<file path="src/rtl/freq_pkg.sv">
// rtl/freq_pkg.sv - shared state encoding and default sizing for the frequency meter
package freq_pkg;

  typedef enum logic {
    IDLE    = 1'b0,
    MEASURE = 1'b1
  } freq_state_e;

  localparam int DEF_GATE_CYCLES = 100000000;
  localparam int DEF_CNT_W       = 27;

endpackage

</file>
<file path="src/rtl/sync_edge_detect.sv">
// rtl/sync_edge_detect.sv - two-flop synchronizer plus rising-edge detector
module sync_edge_detect (
  input  logic clock,
  input  logic reset,
  input  logic async_in,
  output logic rise_pulse
);

  logic meta, sync, sync_d;

  always_ff @(posedge clock or posedge reset) begin
    if (reset) begin
      meta   <= 1'b0;
      sync   <= 1'b0;
      sync_d <= 1'b0;
    end else begin
      meta   <= async_in;
      sync   <= meta;
      sync_d <= sync;
    end
  end

  // Strobe is valid in the cycle ending on the third edge after the rise
  assign rise_pulse = sync & ~sync_d;

endmodule

</file>
<file path="src/rtl/freq_meter.sv">
// rtl/freq_meter.sv - counts sig_in rising edges per fixed gate window
module freq_meter
  import freq_pkg::*;
#(
  parameter int GATE_CYCLES = DEF_GATE_CYCLES,
  parameter int CNT_W       = DEF_CNT_W
) (
  input  logic             clock,
  input  logic             reset,
  input  logic             enable,
  input  logic             sig_in,
  output logic [CNT_W-1:0] freq_out,
  output logic             freq_valid,
  output logic             overflow,
  output logic             gate
);

  localparam int GW = (GATE_CYCLES > 1) ? $clog2(GATE_CYCLES) : 1;
  localparam logic [GW-1:0] LAST = GW'(GATE_CYCLES - 1);

  freq_state_e      state, next_state;
  logic [GW-1:0]    gate_cnt;
  logic [CNT_W-1:0] edge_cnt, edge_next;
  logic             win_ovf, ovf_next;
  logic             rise, last, cnt_max;

  sync_edge_detect u_sync (
    .clock      (clock),
    .reset      (reset),
    .async_in   (sig_in),
    .rise_pulse (rise)
  );

  assign last      = (gate_cnt == LAST);
  assign cnt_max   = &edge_cnt;
  assign edge_next = (rise && !cnt_max) ? edge_cnt + 1'b1 : edge_cnt;
  assign ovf_next  = win_ovf | (rise & cnt_max);

  always_ff @(posedge clock or posedge reset) begin
    if (reset) state <= IDLE;
    else       state <= next_state;
  end

  always_comb begin
    next_state = state;
    gate       = 1'b0;
    case (state)
      IDLE: if (enable) next_state = MEASURE;
      MEASURE: begin
        gate = 1'b1;
        // The final window cycle always completes, even if enable just fell
        if (!enable) next_state = IDLE;
      end
      default: next_state = IDLE;
    endcase
  end

  always_ff @(posedge clock or posedge reset) begin
    if (reset) begin
      gate_cnt   <= '0;
      edge_cnt   <= '0;
      win_ovf    <= 1'b0;
      freq_out   <= '0;
      overflow   <= 1'b0;
      freq_valid <= 1'b0;
    end else if (state != MEASURE || (!enable && !last)) begin
      gate_cnt   <= '0;
      edge_cnt   <= '0;
      win_ovf    <= 1'b0;
      freq_valid <= 1'b0;
    end else if (last) begin
      freq_out   <= edge_next;
      overflow   <= ovf_next;
      freq_valid <= 1'b1;
      gate_cnt   <= '0;
      edge_cnt   <= '0;
      win_ovf    <= 1'b0;
    end else begin
      gate_cnt   <= gate_cnt + 1'b1;
      edge_cnt   <= edge_next;
      win_ovf    <= ovf_next;
      freq_valid <= 1'b0;
    end
  end

endmodule

</file>
<file path="config.mk">
export PLATFORM = sky130hd
export DESIGN_NAME = freq_meter
export DESIGN_NICKNAME = d
export VERILOG_FILES = /design/src/rtl/freq_pkg.sv /design/src/rtl/sync_edge_detect.sv /design/src/rtl/freq_meter.sv
export SDC_FILE = /design/constraint.sdc
export NUM_CORES = 1
export LEC_CHECK = 0
export CAP_MARGIN = 30
export CORE_ASPECT_RATIO = 2
export CORE_UTILIZATION = 45
export CTS_CLUSTER_DIAMETER = 50
export DETAILED_ROUTE_END_ITERATION = 8
export GPL_ROUTABILITY_DRIVEN = 0
export PLACE_DENSITY = 0.74
export SLEW_MARGIN = 10
export SYNTH_ARGS = -nofsm -noshare
export SYNTH_HDL_FRONTEND = slang
export SYNTH_SLANG_ARGS = --single-unit
</file>
<file path="constraint.sdc">
create_clock -name clock -period 3.8 [get_ports clock]
set_clock_uncertainty 0.2 [all_clocks]
set_input_delay 0.38 -clock clock [delete_from_list [all_inputs] [get_ports clock]]
set_output_delay 0.38 -clock clock [all_outputs]
set_load 0.02 [all_outputs]
</file>
Yosys cells after proc, flatten, opt, wreduce, memory -nomap -nowiden
Cells that the tools add are included.
{ "op_classes": {"eq_ne": 1, "add_sub_neg": 2, "bitwise_logic": 6, "reduce_logical": 8, "mux": 11} }
{ "op_table": {"columns": ["operator", "n"], "rows": [
  ["27-bit 2-to-1 mux", 5],
  ["27-bit by 1-bit adder with 27-bit output (second input constant)", 2],
  ["27-bit equality test (second input constant)", 1],
  ["27-bit AND reduction", 1],
  ["1-bit 2-to-1 mux", 6],
  ["1-bit zero test", 3],
  ["1-bit inverter", 3],
  ["1-bit AND", 2],
  ["1-bit logical AND", 2],
  ["2-bit AND reduction", 1],
  ["1-bit logical OR", 1],
  ["1-bit bitwise OR", 1]
]} }
{ "totals": {"reg_bits": 88, "wordCells": 38, "inputBits": 4, "output_inout_bits": 30} }

Logic depth before layout (Yosys ltp)
{ "depth": {"depth_word": 6, "depth_mapped": 10, "ltp_nobuf": 7} }

By module
A second synthesis with hierarchy kept.
{ "unflattened": {"cells_unflattened": 431, "area_unflattened_um2": 4131.5} }
{ "modules_own_cells": {"columns": ["mod", "seq_area_each_um2", "cells_per_inst", "instances", "area_per_inst_um2"], "rows": [
  ["freq_meter", 2127.0, 426, 1, 4038.9],
  ["sync_edge_detect", 75.1, 5, 1, 92.6]
]} }

Least setup slack after synthesis
Ideal clock, no wire load.
{ "synth_timing": {"kind": "flip-flop to flip-flop", "start": "reg gate_cnt[0]", "end": "reg freq_out[19]", "required_ns": 3.464, "setup_ns": 0.136, "period_less_slack_ns": 2.313, "path_slack_ns": 1.487, "n_path_buf": 3, "path_stages_with_launch": 10, "t_arrival_ns": 1.977, "path_cell_list": "dfrtp_1 ha_1 and3_1 clkbuf_1 and2_1 and2_1 nand3_1 clkbuf_1 clkbuf_1 o21ai_0"} }
{ "synth_via": {"elab_chain_len": 6} }
{ "synth_lines": {"columns": ["element", "line_no", "text"], "rows": [
  ["from (decl)", "freq_meter.sv:22", "logic [GW-1:0] gate_cnt;"],
  ["from (signal assigned)", "freq_meter.sv:79", "gate_cnt <= gate_cnt + 1'b1;"],
  ["27-bit equality test (*)", "freq_meter.sv:34", "assign last = (gate_cnt == LAST);"],
  ["1-bit zero test", "freq_meter.sv:66", "end else if (state != MEASURE || (!enable && !last)) begin"],
  ["1-bit logical AND", "freq_meter.sv:66", null],
  ["1-bit logical OR", "freq_meter.sv:66", null],
  ["1-bit inverter (no line)", null, null],
  ["2-bit AND reduction (no line) (*)", null, null],
  ["to (signal assigned)", "freq_meter.sv:72", "freq_out <= edge_next;"],
  ["to (decl)", "freq_meter.sv:12", "output logic [CNT_W-1:0] freq_out,"]
]} }
Every way passes the cells marked *; elsewhere a longest branch is shown, timed or not.
A chain may end at the register's enable or synchronous reset.

Final worst setup path
{ "layout_timing": {"start": "reg edge_cnt[9]", "end": "reg freq_out[25]"} }
{ "layout_via": {"elab_chain_len": 4, "elab_cells_between_ends": 5, "cone_classes": "add/sub: 1; mux: 1; reduce/logical: 3"} }
{ "layout_lines": {"columns": ["element", "line_no", "text"], "rows": [
  ["from (decl)", "freq_meter.sv:23", "logic [CNT_W-1:0] edge_cnt, edge_next;"],
  ["from (signal assigned)", "freq_meter.sv:80", "edge_cnt <= edge_next;"],
  ["branches (longest 3 deep; another with 27-bit by 1-bit adder with 27-bit output)", null, null],
  ["27-bit 2-to-1 mux (*)", "freq_meter.sv:36", "assign edge_next = (rise && !cnt_max) ? edge_cnt + 1'b1 : edge_cnt;"]
]} }
Mark *: on every way between the ends.

==> Flow_metrics.wiki <==
{| class="wikitable"
! Metric !! Value
|-
| Result of the run || complete, no violations
|-
| Std cell rows || 47
|-
| RSZ-0062 raised after global routing || no
|-
| Initial core utilization || 46.8%
|-
| Via total after detailed routing || 2872
|-
| Post CTS Setup Buffer Count || 0
|-
| Critical path class || register to register
|-
| Area enclosed by the die boundary || 0.00908 mm^2
|-
| Data arrival at the endpoint of the critical path || 2.54 ns
|-
| Met3 layer wire length in the routed design || 213 um
|-
| Layout-stage area growth over the synthesis result || 18.1%
|-
| Yosys reg bits || 88
|-
| Maximum resistive drop on vdd || 316 uV
|-
| Placed cell count || 505
|-
| Die span in y || 134 um
|-
| Average vias per placed instance || 5.52
|-
| Met1 WL || 3.13 mm
|-
| Final hold violation count || 0
|-
| Number of hold buffers added after cts || 0
|-
| Peak fanout along the critical path || 12
|-
| Congestion Overflow GR || 0
|-
| Average cell area after synthesis || 10.1 um^2
|-
| Max clock buf depth || 2
|-
| Critical path launch point type || register
|-
| Total count of max-transition violations in the final report || 0
|-
| Met2 Wirelength || 4.48 mm
|-
| Net Count, Synth || 394
|-
| Drt total wl || 8.11 mm
|-
| Finished Layout Cells || 520
|-
| Sum Neg Setup Slack || 0 ns
|-
| Maximum level of the CTS H-tree || 3
|-
| Post-synthesis instance area || 0.00391 mm^2
|-
| Total setup violations reported at the end of the flow || 0
|-
| Share of post-route cells with drive strength above 1 || 6.40%
|-
| Clock tree root buffer cell || clkbuf_16
|-
| Register area || 0.00220 mm^2
|-
| Number of antenna violations at the first check in global routing || 0
|-
| Startpoint of the most critical hold path || u_sync.meta
|-
| Time the worst path needs with I/O delays and setup || 2.54 ns
|-
| Fill cell instance count of the final layout || 745
|-
| Number of enable flip-flop cells after synthesis || 0
|-
| Number of nets with antenna violations after detailed routing || 0
|-
| DR top layer || met4
|-
| Final Cycle Share || 66.9%
|-
| Count of different cell masters after synthesis || 36
|-
| Clock tree from TritonCTS || done
|-
| Dominant synthesized flop cell || dfrtp_1
|-
| Detailed Route Iter0 Violations || 223
|-
| Critical path endpoint category || register
|-
| Detailed placement HPWL || 5.79 mm
|-
| Antenna cells || 0
|-
| CTS clk-pin slew, worst paths || 0.06 ns
|-
| Area occupied by multi-input gates || 0.00161 mm^2
|-
| Floorplan die width || 67.9 um
|-
| Number of remaining DRC errors || 0
|-
| Largest net degree at the start of global routing || 58
|-
| Sequential cell area fraction in the yosys report || 56.4%
|-
| Post-synthesis async set-or-reset flop share || 100%
|-
| Worst EP required || 3.79 ns
|-
| Worst hold path class || register to register
|-
| Global-route wire length before repair || 14.0 mm
|-
| Static Leakage || 1.97 nW
|-
| Count of boundary I/O pins || 34
|-
| Yosys warns || 0
|-
| Fmax achieved || 393 MHz
|-
| Final routed wire length divided by cell count || 15.6 um
|-
| Worst-case headroom to the max-slew limit || 38.8%
|-
| Crit path launch || edge_cnt[9]
|-
| Number of optimization iterations in the first detailed-route pass || 4
|-
| Number of port buffers || 33
|-
| Post-synthesis instance total || 388
|-
| Final layout net count || 424
|-
| Slew at the pin with the worst max-slew slack || 0.911 ns
|-
| Post-CTS resize count || 0
|-
| Total routing usage reported by global routing || 20.9%
|-
| Number of global-route vias before repair || 2990
|-
| Startpoint of the lowest-slack register-to-register path || edge_cnt[9]
|-
| Reported max-cap violation count || 0
|-
| Skew-Pair Late Insertion Delay || 0.34 ns
|-
| Number of sinks driven by the clock tree || 88
|-
| Power density over the cells || 400 mW/mm^2
|-
| Clock buffer count from CTS || 9
|-
| Core Area || 0.00835 mm^2
|}
==> flip-flops by register name, indices dropped and copies added (netlist names) <==
register,count
edge_cnt,27
freq_out,27
gate_cnt,27
freq_valid,1
overflow,1
state,1
u_sync.meta,1
u_sync.sync,1
u_sync.sync_d,1
win_ovf,1
==> layout make-up <==
type	count	area share (%)
tap	98	2.66
inverter	4	0.352
multi-input combinational	278	34.9
sequential	88	47.7
clock buffer	12	5.34
clock inverter	3	0.922
timing repair buffer	37	8.08
==> per-stage QoR <==
stage	area [um^2]	total power [mW]	hold WS (ns)	util (%)	setup slack, ns
6_report	4610	1.85	0.157	55.3	1.26
5_1_grt	4610	1.92	0.180	55.3	1.11
4_1_cts	4610	1.87	0.160	55.3	1.23
3_5_place_dp	4330	1.00	0.147	51.8	1.24
3_3_place_gp	4330	1.00	0.142	51.8	1.28
2_1_floorplan	3910	0.987	0.131	-	0.941
==> cells in the mapped netlist, types with 2 or more instances <==
cell      number  area (um^2)
nand2_1       41          154
nor2_1        60          225
and4_1         7         61.3
nor4_1         7         43.8
nor3_1         2         10.0
or3_1          2         12.5
o21ai_1        3         15.0
dfrtp_1       88         2200
ha_1           2         25.0
nand3_1       28          140
and3_1        11         68.8
clkbuf_1      15         56.3
xor2_1        37          324
xnor2_1       11         96.3
nand4_1       19          119
inv_1          4         15.0
o21ai_0       27          135
and2_1         3         18.8
buf_6          2         22.5
a21oi_1        2         10.0
mux2i_1        2         20.0
==> final timing paths <==
path | slack (ns) | depth (start not counted) | end
max reg2reg | 1.26 | 6 | freq_out[25]
max in group asynchronous | 2.38 | 3 | freq_out[18]
min in group asynchronous | 0.26 | 2 | freq_out[6]
min | 0.16 | 0 | u_sync.sync
max | 1.26 | 6 | freq_out[25]
min reg2reg | 0.16 | 0 | u_sync.sync
==> metal layers <==
layer | up-vias | track usage, %
met5 | - | 0
met4 | 0 | 11.0
met3 | 21 | 5.19
met2 | 63 | 35.4
met1 | 1406 | 23.3
li1 | 1382 | -
==> critical path, stage by stage (launching register included) <==
cell     delay [ns]
dfrtp_1        0.41
nand2_1        0.09
or3_1          0.53
or4_4          0.65
nand3_1        0.14
xor2_1         0.26
o21ai_0        0.12
==> power by group <==
group	internal (mW)	switching (mW)
registers	0.941	0.00263
logic	0.00993	0.0322
clock network	0.523	0.339
==> cell usage in the layout, fill, tap and decap left out, drive strengths merged <==
cell type | netlist | routed
nor2 | 60 | 60
and3 | 12 | 12
a21oi | 2 | 2
inv | 4 | 3
nand3 | 28 | 28
xor2 | 37 | 37
nor4 | 8 | 8
clkbuf | 15 | 12
nor2b | 1 | 1
nor3 | 2 | 2
nor4b | 1 | 1
buf | 3 | 4
clkinv | 0 | 2
clkdlybuf4s50 | 0 | 33
or3 | 2 | 2
a21o | 1 | 1
nand2 | 42 | 42
or4 | 1 | 1
dfrtp | 88 | 88
and4 | 7 | 7
ha | 2 | 2
or3b | 1 | 1
xnor2 | 11 | 11
bufinv | 0 | 1
nand4 | 20 | 20
mux2i | 2 | 2
o21ai | 30 | 30
a31oi | 1 | 1
nand2b | 1 | 1
and2 | 5 | 5
or2 | 1 | 1
clkinvlp | 0 | 1
==> cell families after synthesis <==
group           count (synthesis)  share of synthesized area, %
flops                          88                          56.4
compound gates                 34                          4.45
xor+xnor                       48                          10.8
buf+inv                        22                          2.53
simple gates                  192                          24.8
fa+ha+maj                       2                         0.640
mux                             2                         0.512
Power figures use the tool's default switching activity.
==> variant 1: new RTL, config.mk and constraints unchanged <==
Put a register stage on the output `gate`. The value now appears one clock later. The other outputs are not delayed to match.
--- a/src/rtl/freq_meter.sv
+++ b/src/rtl/freq_meter.sv
@@ -17,6 +17,8 @@
 
   localparam int GW = (GATE_CYCLES > 1) ? $clog2(GATE_CYCLES) : 1;
   localparam logic [GW-1:0] LAST = GW'(GATE_CYCLES - 1);
+
+  logic gate_d;
 
   freq_state_e      state, next_state;
   logic [GW-1:0]    gate_cnt;
@@ -43,11 +45,11 @@
 
   always_comb begin
     next_state = state;
-    gate       = 1'b0;
+    gate_d     = 1'b0;
     case (state)
       IDLE: if (enable) next_state = MEASURE;
       MEASURE: begin
-        gate = 1'b1;
+        gate_d = 1'b1;
         // The final window cycle always completes, even if enable just fell
         if (!enable) next_state = IDLE;
       end
@@ -83,5 +85,9 @@
     end
   end
 
+  always_ff @(posedge clock) begin
+    gate <= gate_d;
+  end
+
 endmodule
 
Behaviour: not the same (Yosys sat finds a counterexample within 4 cycles, from zero or initial values and one cycle with reset high).
==> variant 1 against the unedited design <==
Cell area grew 0.87%. Critical endpoint is now freq_out[4]. Worst setup slack worse by 0.053 ns. Synthesized cell count increased by 0.26%. Cell count grew 0.19%. Hold slack worse by 0.0060 ns. Sequential share of layout area barely moved. Power grew 3.7%. Synthesized area up 0.51%. Routed wire length barely moved. Sequential cell count increased by 1.
==> variant 1: results (changes against the unedited design) <==
outcome=finished, final reports clean (unchanged); vias in the first global route=2969 (was 2990); CTS clock-pin slew for the worst setup and hold paths=0.06 ns (about the same); Reg area=2220 um^2 (was 2200 um^2); synthesized instance count=389 (was 388); dpl cells=505 (unchanged); top post-synthesis cells by area=dfrtp_1 56%, xor2_1 8.3%, nor2_1 5.7% (was dfrtp_1 56%, xor2_1 8.3%, nor2_1 5.8%); Yosys warning count=0 (unchanged); worst slew pin tran=0.883 ns (was 0.911 ns); number of iterations in the first detailed-routing pass=4 (unchanged); via/cell ratio=5.53 (was 5.52); IO Port Bufs=33 (unchanged); Max FO, Critical Path=12 (unchanged); sequential element share of the synthesized area=0.566 (was 0.564); slowest stage cell on the critical path=or4_4 (unchanged); dpl ws=1.25 ns (was 1.24 ns); largest net degree at the start of global routing=89 (was 58); ANT cells=0 (unchanged); Worst path top cell family by delay=simple AND/OR/NAND/NOR gates (unchanged); largest registers=edge_cnt x27, freq_out x27, gate_cnt x27 (unchanged); R2R Setup Slk=1.20 ns (was 1.26 ns); DRT Wirelength=8100 um (was 8110 um); nets=424 (unchanged); post-CTS setup buffer count=0 (unchanged); Clk Tree Root Cell=clkbuf_16 (unchanged); Synth cell types=37 (was 36); Pleak=0.00199 uW (was 0.00197 uW); Final Instance Count excl. Fillers=521 (was 520); HP Class=flop to flop (unchanged); Internal=1510 uW (was 1470 uW); CP max stage delay=0.65 ns (about the same); CTS Hold Buffers Added=0 (unchanged); hpwl dp=5480 um (was 5790 um); GRT Total Usage=0.209 (about the same); H-tree depth=3 (unchanged); Resized Gates After CTS=0 (unchanged); Mapped Nets=395 (was 394); worst hold slack=0.151 ns (was 0.157 ns); worst-skew pair later-pin latency=0.35 ns; dpl cell area=4340 um^2 (was 4330 um^2); FFs w/ async S/R, synth=0.989 (was 1.00); first-pass GRT wire length=13900 um (was 14000 um); initial antenna violation count=0 (unchanged); Arr. time, crit path=2.61 ns (was 2.54 ns); Synth top cells by count=88 x dfrtp_1, 60 x nor2_1, 41 x nand2_1 (unchanged); Initial DRC Count=215 (was 223); Filler cells=761 (was 745); share of cells above drive strength 1=0.0686 (was 0.0640); post-layout min period=2.60 ns (was 2.54 ns); maximum root-to-sink buffer count=2 (unchanged); worst vdd ir=0.265 mV (was 0.316 mV)
variant 1: changes by cell type after synthesis, sizes merged:
cell / delta
dfxtp: +1
variant 1: cell families after synthesis:
| family | Yosys count | synth area share |
|---|---|---|
| AO/OA/AOI/OAI | 34 | 0.0443 |
| XOR/XNOR | 48 | 0.107 |
| adder cells (fa/ha/maj) | 2 | 0.00637 |
| buffers and inverters | 22 | 0.0252 |
| flip-flops | 89 | 0.566 |
| multiplexers | 2 | 0.00510 |
| AND/OR/NAND/NOR | 192 | 0.246 |
variant 1: routing by layer:
| layer | vias to the layer above | share of wire | GRT usage |
|---|---|---|---|
| met5 | - | 0 | 0 |
| met4 | 0 | 0.035 | 0.120 |
| met3 | 28 | 0.029 | 0.0502 |
| met2 | 65 | 0.56 | 0.343 |
| met1 | 1408 | 0.38 | 0.237 |
| li1 | 1378 | - | - |
variant 1: layout make-up:
cell class | count | area share
clock buffer | 11 | 0.0543
multi-input combinational | 278 | 0.346
inverter | 4 | 0.00349
clock inverter | 5 | 0.0137
timing repair buffer | 36 | 0.0785
tap | 98 | 0.0263
sequential | 89 | 0.477
variant 1: path summary, 6_finish.rpt:
| check | endpoint | from | cells after the start |
|---|---|---|---|
| max | freq_out[4] | edge_cnt[9] | 6 |
| min | u_sync.sync | u_sync.meta | 0 |
| max reg2reg | freq_out[4] | edge_cnt[9] | 6 |
| min reg2reg | u_sync.sync | u_sync.meta | 0 |
| max in group asynchronous | gate_cnt[25] | reset | 3 |
| min in group asynchronous | freq_out[2] | reset | 3 |
variant 1: power by group through the flow:
stage | sequential [uW] | combinational [uW] | clock [uW]
detailed placement | 972 | 42.8 | 0
global placement | 971 | 41.6 | 0
floorplan | 972 | 26.3 | 0
CTS | 954 | 42.6 | 933
finish | 954 | 40.6 | 921
global route | 954 | 46.9 | 979
==> variant 2: new RTL, same settings <==
Without the edit above. `DEF_GATE_CYCLES`: 100000000 -> 50000000.
--- a/src/rtl/freq_pkg.sv
+++ b/src/rtl/freq_pkg.sv
@@ -6,7 +6,7 @@
     MEASURE = 1'b1
   } freq_state_e;
 
-  localparam int DEF_GATE_CYCLES = 100000000;
+  localparam int DEF_GATE_CYCLES = 50000000;
   localparam int DEF_CNT_W       = 27;
 
 endpackage
Behaviour: same outputs for any inputs over 10 cycles, from zero or initial values and one cycle with reset high; that may be too few to reach the edited logic, so the function may still have changed.
==> variant 2 against the unedited design <==
The run now ends with design-rule violations left. Power up 5.5%. Synthesized area increased by 9.5%. Routed wire length increased by 20%. Cell count is 11% higher. Sequential cell count fell by 1. Critical path depth is the same. Worst setup slack better by 0.071 ns. Count of clock-buffer cells in the layout decreased by 1. Die area increased by 9.3%. Cell area grew 9.1%. Fmax grew 2.9%. Highest routed layer unchanged.
==> variant 2: results (changes against the unedited design) <==
outcome=finished with violations (was finished, final reports clean); violated checks=design-rule violations; Vias=3403 (was 2872); synthesized instance count=434 (was 388); worst vdd ir=0.251 mV (was 0.316 mV); first-pass GRT wire length=16400 um (was 14000 um); slowest stage cell on the critical path=or4_1 (was or4_4); IO Port Bufs=33 (unchanged); via/cell ratio=5.91 (was 5.52); CTS buffer count=9 (unchanged); Synth top cells by count=87 x dfrtp_1, 53 x nand2_1, 46 x nor2_1 (was 88 x dfrtp_1, 60 x nor2_1, 41 x nand2_1); HP Class=input port to asynchronous set/reset pin (was flop to flop); Clk Tree Root Cell=clkbuf_16 (unchanged); Max FO, Critical Path=41 (was 12); ANT cells=0 (unchanged); worst-skew pair later-pin latency=around 0.35 ns; CTS clock-pin slew for the worst setup and hold paths=0.06 ns (about the same); FFs w/ async S/R, synth=1.00 (unchanged); largest net degree at the start of global routing=52 (was 58); CP max stage delay=0.56 ns (was 0.65 ns); sequential element share of the synthesized area=0.509 (was 0.564); dpl ws=1.39 ns (was 1.24 ns); maximum root-to-sink buffer count=2 (unchanged); CTS tree=done (unchanged); # DRC=3 (was 0); Synth cell types=44 (was 36); GRT Total Usage=0.216 (was 0.209); Initial DRC Count=257 (was 223); initial antenna violation count=0 (unchanged); Mapped Nets=440 (was 394); share of cells above drive strength 1=0.0932 (was 0.0640); hpwl dp=6760 um (was 5790 um); Pleak=0.00201 uW (was 0.00197 uW); H-tree depth=3 (unchanged); dpl cells=559 (was 505); largest registers=edge_cnt x27, freq_out x27, gate_cnt x26 (was edge_cnt x27, freq_out x27, gate_cnt x27); post-CTS setup buffer count=0 (unchanged); DRT Wirelength=9770 um (was 8110 um); Yosys warning count=0 (unchanged); top post-synthesis cells by area=dfrtp_1 51%, nand2_1 4.6%, xor2_1 4.1% (was dfrtp_1 56%, xor2_1 8.3%, nor2_1 5.8%); Resized Gates After CTS=0 (unchanged); relative slew slack=0.406 (was 0.388); nets=473 (was 424); dpl cell area=4670 um^2 (was 4330 um^2); number of iterations in the first detailed-routing pass=8 (was 4)
==> variant 2: metal layers <==
layer  GRT usage  vias to the layer above  share of wire  wire length [um]
met2       0.392                       78           0.56              5490
li1            -                     1632              -                 -
met5           0                        -              0                 0
met1       0.231                     1663           0.37              3580
met4       0.118                        0          0.040               388
met3      0.0374                       30          0.031               303
==> variant 2: logic make-up after synthesis <==
logic type / share of synthesized area
muxes: 0.00935
adders and majority gates: 0.00585
and+or+nand+nor: 0.276
DFF: 0.509
buffers and inverters: 0.0289
xor gates and xnor gates: 0.0713
AOI/OAI and AO/OA: 0.100
==> variant 2: final timing paths <==
path | from | to | slack [ns] | cells after the start
max in group asynchronous | reset | overflow | 2.62 | 4
min | reset | freq_valid | 0.02 | 2
max | gate_cnt[0] | freq_out[7] | 1.33 | 6
max reg2reg | gate_cnt[0] | freq_out[7] | 1.33 | 6
min in group clock | u_sync.meta | u_sync.sync | 0.15 | 0
min reg2reg | u_sync.meta | u_sync.sync | 0.15 | 0
==> variant 2: final cells by class <==
type	count	area, um^2
Tap cell	104	130
Clock inverter	5	80.1
Clock buffer	11	253
Sequential cell	87	2180
Fill cell	833	4290
Inverter	7	27.5
Multi-Input combinational cell	324	1980
Timing Repair Buffer	38	388
==> variant 2: power breakdown <==
group          internal [uW]  switching (uW)
clock network            610             358
logic                   12.5            34.3
registers                930            3.34
==> variant 2: through the flow <==
step                hold WS (ns)  power [uW]
floorplan                  0.131         977
global placement           0.147         994
detailed placement         0.147         995
CTS                        0.160        1960
global route              0.0351        2010
finish                    0.0167        1950
==> variant 2: critical path: cells and delay by family, from the launching register on <==
family	cells	cell delay, ns
DFF	1	0.39
adders and majority gates	1	0.24
and+or+nand+nor	5	1.55
